===== config.mk =====
export PLATFORM = sky130hd
export DESIGN_NAME = booth_product_accumulator
export DESIGN_NICKNAME = d
export VERILOG_FILES = /design/src/rtl/booth_acc_pkg.sv /design/src/rtl/booth_acc_add.sv /design/src/rtl/booth_product_accumulator.sv
export SDC_FILE = /design/constraint.sdc
export NUM_CORES = 1
export LEC_CHECK = 0
export BUFFER_PORTS_ARGS = -buffer_cell sky130_fd_sc_hd__buf_2
export CAP_MARGIN = 20
export CORE_MARGIN = 2
export CORE_UTILIZATION = 51
export CTS_BUF_LIST = sky130_fd_sc_hd__clkbuf_8 sky130_fd_sc_hd__clkbuf_16
export DETAILED_ROUTE_END_ITERATION = 16
export PLACE_DENSITY = 0.73
export SLEW_MARGIN = 20
export SYNTH_ARGS = -nofsm -noshare
export SYNTH_HDL_FRONTEND = slang
export SYNTH_SLANG_ARGS = --single-unit

===== constraint.sdc =====
create_clock -name clk -period 2.15 [get_ports clk]
set_input_delay 0.43 -clock clk [delete_from_list [all_inputs] [get_ports clk]]
set_output_delay 0.43 -clock clk [all_outputs]
set_load 0.05 [all_outputs]

===== src/rtl/booth_acc_pkg.sv =====
// Shared types and helpers for the Booth product accumulator.
//   state_t : accumulator FSM states (ACC collects products, DONE presents a sum)
//   PW_DEF  : default product width
//   AW_DEF  : default accumulator width
//   sext()  : sign-extends the low pw bits of a 64-bit value to the full 64 bits;
//             callers cast the result down to their accumulator width.
package booth_acc_pkg;

  typedef enum logic {
    ACC  = 1'b0,
    DONE = 1'b1
  } state_t;

  localparam int PW_DEF = 8;
  localparam int AW_DEF = 16;

  function automatic logic signed [63:0] sext(input logic signed [63:0] v, input int pw);
    return (v <<< (64 - pw)) >>> (64 - pw);
  endfunction

endpackage


===== src/rtl/booth_acc_add.sv =====
// Combinational AW-bit signed adder with overflow flag.
//   a, b : signed operands
//   sum  : a + b, wrapped or clamped depending on build
//   ovf  : signed overflow of this addition (operand signs agree, result sign differs)
// Build option: BOOTH_ACC_SATURATE_EN clamps sum to the signed AW range on overflow;
// without it the sum wraps modulo 2^AW and ovf still reports the wrap.
module booth_acc_add #(
  parameter int AW = 16
) (
  input  logic signed [AW-1:0] a,
  input  logic signed [AW-1:0] b,
  output logic signed [AW-1:0] sum,
  output logic                 ovf
);

  logic signed [AW-1:0] raw;

  assign raw = a + b;
  assign ovf = (a[AW-1] == b[AW-1]) && (raw[AW-1] != a[AW-1]);

`ifdef BOOTH_ACC_SATURATE_EN
  // Overflow direction follows the common operand sign.
  function automatic logic signed [AW-1:0] clamp(input logic neg);
    return neg ? {1'b1, {(AW-1){1'b0}}} : {1'b0, {(AW-1){1'b1}}};
  endfunction

  always_comb begin
    sum = raw;
    if (ovf) sum = clamp(a[AW-1]);
  end
`else
  always_comb begin
    sum = raw;
  end
`endif

endmodule


===== src/rtl/booth_product_accumulator.sv =====
// Sums groups of N_TERMS signed products from the Booth multiplier and hands each
// group sum downstream over a valid/ready handshake.
//   clk, rst_n           : clock, asynchronous active-low reset
//   clear                : synchronous abort of the current group (highest priority)
//   in_valid/in_ready    : product handshake; in_ready is high only while collecting
//   in_product [PW]      : signed product
//   out_valid/out_ready  : sum handshake
//   out_sum [AW]         : signed group sum
//   out_ovf              : an addition in this group overflowed (wrapped or clamped)
// Build option: BOOTH_ACC_SATURATE_EN selects clamping instead of wrapping
// (implemented inside booth_acc_add).
module booth_product_accumulator
  import booth_acc_pkg::*;
#(
  parameter int PW      = PW_DEF,
  parameter int AW      = AW_DEF,
  parameter int N_TERMS = 4
) (
  input  logic                 clk,
  input  logic                 rst_n,
  input  logic                 clear,
  input  logic                 in_valid,
  output logic                 in_ready,
  input  logic signed [PW-1:0] in_product,
  output logic                 out_valid,
  input  logic                 out_ready,
  output logic signed [AW-1:0] out_sum,
  output logic                 out_ovf
);

  localparam int CW = $clog2(N_TERMS) + 1;

  state_t               state, state_nxt;
  logic signed [AW-1:0] acc;
  logic [CW-1:0]        cnt;
  logic                 ovf_grp;
  logic signed [AW-1:0] ext;
  logic signed [AW-1:0] sum_add;
  logic                 ovf_add;
  logic                 in_beat;
  logic                 out_beat;
  logic                 last;

  assign ext      = AW'(sext(64'(in_product), PW));
  assign in_beat  = in_valid && in_ready;
  assign out_beat = out_valid && out_ready;
  assign last     = (cnt == CW'(N_TERMS - 1));

  booth_acc_add #(.AW(AW)) u_add (
    .a   (acc),
    .b   (ext),
    .sum (sum_add),
    .ovf (ovf_add)
  );

  always_ff @(posedge clk or negedge rst_n) begin
    if (!rst_n) state <= ACC;
    else        state <= state_nxt;
  end

  always_comb begin
    state_nxt = state;
    if (clear) begin
      state_nxt = ACC;
    end else begin
      case (state)
        ACC:     if (in_beat && last) state_nxt = DONE;
        DONE:    if (out_beat)        state_nxt = ACC;
        default: state_nxt = ACC;
      endcase
    end
  end

  always_comb begin
    in_ready = (state == ACC);
  end

  // Accumulate stage: running sum plus group overflow, result registered with the last term.
  always_ff @(posedge clk or negedge rst_n) begin
    if (!rst_n) begin
      acc       <= '0;
      cnt       <= '0;
      ovf_grp   <= 1'b0;
      out_valid <= 1'b0;
      out_sum   <= '0;
      out_ovf   <= 1'b0;
    end else if (clear) begin
      acc       <= '0;
      cnt       <= '0;
      ovf_grp   <= 1'b0;
      out_valid <= 1'b0;
      out_ovf   <= 1'b0;
    end else if (in_beat) begin
      if (last) begin
        out_sum   <= sum_add;
        out_ovf   <= ovf_grp | ovf_add;
        out_valid <= 1'b1;
        acc       <= '0;
        cnt       <= '0;
        ovf_grp   <= 1'b0;
      end else begin
        acc     <= sum_add;
        cnt     <= cnt + CW'(1);
        ovf_grp <= ovf_grp | ovf_add;
      end
    end else if (out_beat) begin
      out_valid <= 1'b0;
    end
  end

endmodule


---- Yosys cells after proc, flatten, opt, wreduce, memory -nomap -nowiden ----
Index checks and enable logic that the tools add are counted.
storage, ports and cells
  register bits ........................... 39
  input port bits ......................... 13
  output and inout bits ................... 19
cells by class
  add/subtract/negate cells ............... 2
  equality and inequality tests ........... 4
  multiplexer cells ....................... 20
  bitwise operators ....................... 3
  reductions and logical operators ........ 10
operators with widths
  operator             count
  $mux 16              3
  $add 16x8->16        1
  $mux 1               13
  $mux 3               3
  $logic_and 1x1->1    4
  $reduce_and 2->1     2
  $reduce_bool 2->1    2
  $add 3x1->3 const B  1
  $eq 3x2->1 const B   1
  $ne 3x2->1 const B   1
  $reduce_and 3->1     1
  $reduce_bool 3->1    1
  $not 1->1            2
  $pmux 1 s2           1
  $eq 1x1->1           1
  $ne 1x1->1           1
  $or 1x1->1           1

---- Longest topological paths before layout ----
  depth after elaboration ................. 7
  depth in mapped cells ................... 9

---- Cells and area by module ----
Synthesis repeated with hierarchy kept, for this count alone.
second synthesis, totals
  cells, all modules ...................... 193
  area total of the unflattened synthesis .. 2,255.9 um^2
by module, submodules not included
  module                     times used  cells an instance  area each (um^2)
  booth_product_accumulator  1           100                1,559.0
  booth_acc_add              1           93                 696.9

---- Worst setup path before layout ----
Ideal clock, no wire load.
  path kind ............................... input -> register
  from .................................... input port in_product[0]
  to ...................................... register out_sum[12]
  arrival ................................. 2.373 ns
  data required time ...................... 2.083 ns
  path slack .............................. -0.290 ns
  stages on the path ...................... 9
  cell sequence ........................... ha_1 > inv_1 > fa_1 > and2b_1 > o2111ai_2 > and3_1 > or4_1 > a31oi_1 > mux2_2
between the ends
  word-level cells in the longest chain between the ends .. 1
ends and longest elaborated chain
  element               line                             text
  start, declared       booth_product_accumulator.sv:24  input logic signed [PW-1:0] in_product,
  $add 16x8->16         booth_acc_add.sv:18              assign raw = a + b;
  end signal, assigned  booth_product_accumulator.sv:95  out_sum <= sum_add;
  end, declared         booth_product_accumulator.sv:27  output logic signed [AW-1:0] out_sum,
Every way passes these cells.
A chain may end at the register's enable or synchronous reset.

---- Worst setup path in the final report ----
  from .................................... register acc[0]
  to ...................................... register acc[12]
between the ends
  word-level cells in the longest chain between the ends .. 4
ends and longest elaborated chain
  element                 line                              text
  start, declared         booth_product_accumulator.sv:34   logic signed [AW-1:0] acc;
  start signal, assigned  booth_product_accumulator.sv:102  acc <= sum_add;
  $add 16x8->16           booth_acc_add.sv:18
  $mux 16                 booth_product_accumulator.sv:94   if (last) begin
  $mux 16                 booth_product_accumulator.sv:93   end else if (in_beat) begin
  $mux 16                 booth_product_accumulator.sv:87   end else if (clear) begin
Every way passes these cells. The select of a mux whose other input is x is not followed.

==> metrics.csv <==
metric;value;unit
avgSynthCellArea;9.72;sq um
cts_tree;yes;
clk_pin_slew;0.08;ns
register_area;976;sq um
synthToLayoutAreaGrowth;37.1;%
final.min_clock_period;2.39;ns
initial_utilization;52.4;%
yosysWarnings;0;
ir_drop;0.528;mV
reg2regPathDepth;9;
drc_errors;0;
drt_iter0_drc;131;
ys_async_sr_fraction;100;%
cp_max_fo;2;
finalHoldViolCount;0;
grt_pass1_wl;8.96;mm
worst_clock_skew;0.00671;ns
rsz0062_at_grt;yes;
grt_max_degree;40;
core-area;0.00432;sq mm
cts_made_buffers;5;
vias;2018;
wirelength;5.80;mm
grt_overflow_total;0;
critPathSlowestCell;or4_4;
first_pass_iters;4;
wl_per_cell;15.9;um
top_usage_layer;met2;
criticalPathCategory;register to register;
synthCells;233;
dieArea;0.00499;sq mm
setup_viol;6;
yosysSeqAreaShare;43.1;%
synth_area;0.00227;sq mm
synth_seq_cells;39;
relSlewSlack;67.1;%
ios;32;
crit_required;2.39;ns
grt_pass1_vias;1925;
crit_chain;ha_4 > inv_2 > fa_2 > and2b_1 > o2111ai_2 > and3_4 > or4_4 > a31oi_4 > a22o_1;
fmax;0.418;GHz
cts_num_sinks;39;
diodes;0;
viasPerCell;5.53;
gp_routability_congestion;0.884;
cts_buffer_depth;2;
critPathCaptureType;register;
finalMaxSlewViolations;0;
cp_top_family;simple AND/OR/NAND/NOR gates;
met2_usage;38.9;%
hold_path.class;primary input to async pin;
clock-root-buffer;clkbuf_8;
cellPowerDensity;919;mW/mm^2
fp.dieH;70.7;um
antenna_found_initial;0;
grtUsageMet1;29.9;%
synth_ff_type;dfrtp_1;
critPathMaxStageDelay;0.43;ns
drive_above_1_share;37.7;%
reg2reg_from;acc[0];
die-width;70.7;um
synth_edf_count;0;
synth_nets;263;
fin_util;71.8;%
drv.max_cap_violation_count;0;
rows;24;
violations;setup timing;
cp_num_buf_inv;1;
postRouteAntennaNets;0;
grt_usage;22.9;%
yosys.cell_types.count;42;
place_hpwl;3.84;mm
clk-insertion-delay-late;0.30;ns
p_leak;1.58;nW
outcome;finished with violations;
use_met3;3.99;%
nets;342;
fin_crit_sh;111;%
reg2reg_to;acc[12];
r2r_slack;-0.24;ns
finalWorstSetupSlack;-0.240;ns
multiInputGateArea;0.00142;sq mm
cp_data_arrival_time;2.63;ns
worst_pin_slew;0.494;ns
io_buffers;31;
h-tree-depth;2;
finalPower;2.86;mW
critPathLaunchType;register;
fillers;331;
==> cell usage after synthesis, drive strengths merged, types with 2 or more instances <==
cell / instances / area [sq um]
and2: 3 / 18.8
nand3: 3 / 15.0
nor3: 3 / 15.0
o21ai: 14 / 70.1
mux2i: 2 / 20.0
dfrtp: 39 / 976
inv: 6 / 22.5
a21o: 3 / 22.5
buf: 2 / 16.3
o21a: 5 / 37.5
clkbuf: 4 / 15.0
nand4: 3 / 18.8
nor2: 14 / 52.6
mux2: 6 / 67.6
a21oi: 15 / 78.8
o21bai: 3 / 22.5
ha: 16 / 200
a22o: 12 / 105
xor2: 5 / 43.8
nor2b: 3 / 18.8
xnor2: 8 / 70.1
nand2: 42 / 158
a211o: 4 / 35.0
o211ai: 2 / 15.0
==> flip-flops by register name, summed over array words and instances, names as in the netlist <==
register	count
out_ovf	1
acc	16
state	1
ovf_grp	1
out_sum	16
out_valid	1
cnt	3
==> layout make-up <==
| class | instances | share of cell area (%) |
|---|---|---|
| Timing Repair Buffer | 78 | 16.5 |
| Tap cell | 52 | 2.09 |
| Inverter | 6 | 0.725 |
| Clock inverter | 3 | 1.41 |
| Sequential cell | 39 | 31.4 |
| Clock buffer | 5 | 2.22 |
| Multi-Input combinational cell | 182 | 45.7 |
==> worst max path at each step <==
stage / from / slack [ns] / to / depth (start not counted)
floorplan: in_product[0] / -0.11 / out_sum[12] / 9
global placement: in_product[0] / -0.28 / out_sum[12] / 10
detailed placement: in_product[0] / -0.38 / acc[12] / 10
CTS: acc[0] / -0.19 / acc[12] / 9
global route: acc[0] / -0.30 / acc[12] / 9
finish: acc[0] / -0.24 / acc[12] / 9
==> cell usage in the layout, fill, tap and decap left out, types with 2 or more instances in the layout <==
master / n
ha_1: 10
o21bai_1: 3
o211ai_1: 2
nor3_1: 2
a211o_1: 4
nand3_1: 3
o21ai_2: 2
a21o_1: 3
ha_4: 5
a21oi_1: 13
a22o_1: 12
and2_1: 2
nor2b_1: 3
o21a_1: 5
xnor2_1: 7
mux2_4: 2
buf_2: 31
inv_1: 5
o21ai_0: 12
nand4_1: 3
nor2_1: 13
buf_4: 46
xor2_1: 4
nand2_1: 41
dfrtp_1: 39
clkbuf_8: 5
mux2_2: 4
==> where the power goes <==
part           leakage [nW]  switching (mW)  internal [mW]
sequential            0.525          0.0790          0.866
combinational          1.00           0.756          0.529
clock                0.0581           0.281          0.346
total                  1.58            1.12           1.74
==> cell families after synthesis <==
logic type                 after synthesis  synth area share [%]
muxes                                    8                  3.87
DFF                                     39                  43.1
buffers and inverters                   12                  2.37
xor gates and xnor gates                14                  6.02
AOI/OAI and AO/OA                       65                  19.8
and+or+nand+nor                         78                  15.2
adders and majority gates               17                  9.72
==> routing by layer <==
metal | routed length (um) | vias to the layer above | share of wire [%]
met5 | 0 | - | 0
met4 | 151 | 0 | 2.6
met3 | 285 | 18 | 4.9
met2 | 2930 | 56 | 51
met1 | 2430 | 954 | 42
li1 | - | 990 | -
==> metrics by stage <==
| stage | hold WS, ns | cell area [sq um] | setup TNS, ns | cells | worst slack, ns |
|---|---|---|---|---|---|
| 5_1_grt | 0.225 | 3110 | -1.46 | 365 | -0.303 |
| 3_3_place_gp | 0.452 | 2800 | -2.37 | 350 | -0.281 |
| 6_report | 0.171 | 3110 | -0.754 | 365 | -0.240 |
| 4_1_cts | 0.195 | 2960 | -0.630 | 361 | -0.188 |
| 2_1_floorplan | 0.134 | 2310 | -0.203 | 233 | -0.114 |
| 3_5_place_dp | 0.457 | 2800 | -3.08 | 350 | -0.383 |
==> repair_timing <==
| item | in CTS | in global routing |
|---|---|---|
| endpoints found under the setup margin | 11 | 14 |
| endpoints found under the hold margin | 0 | 0 |
| setup buffers | 3 | 4 |
| cloned | 0 | 0 |
| gates resized for setup | 6 | 21 |
| hold buffers | 0 | 0 |
| pin swaps | 4 | 16 |
Power figures use the tool's default switching activity.
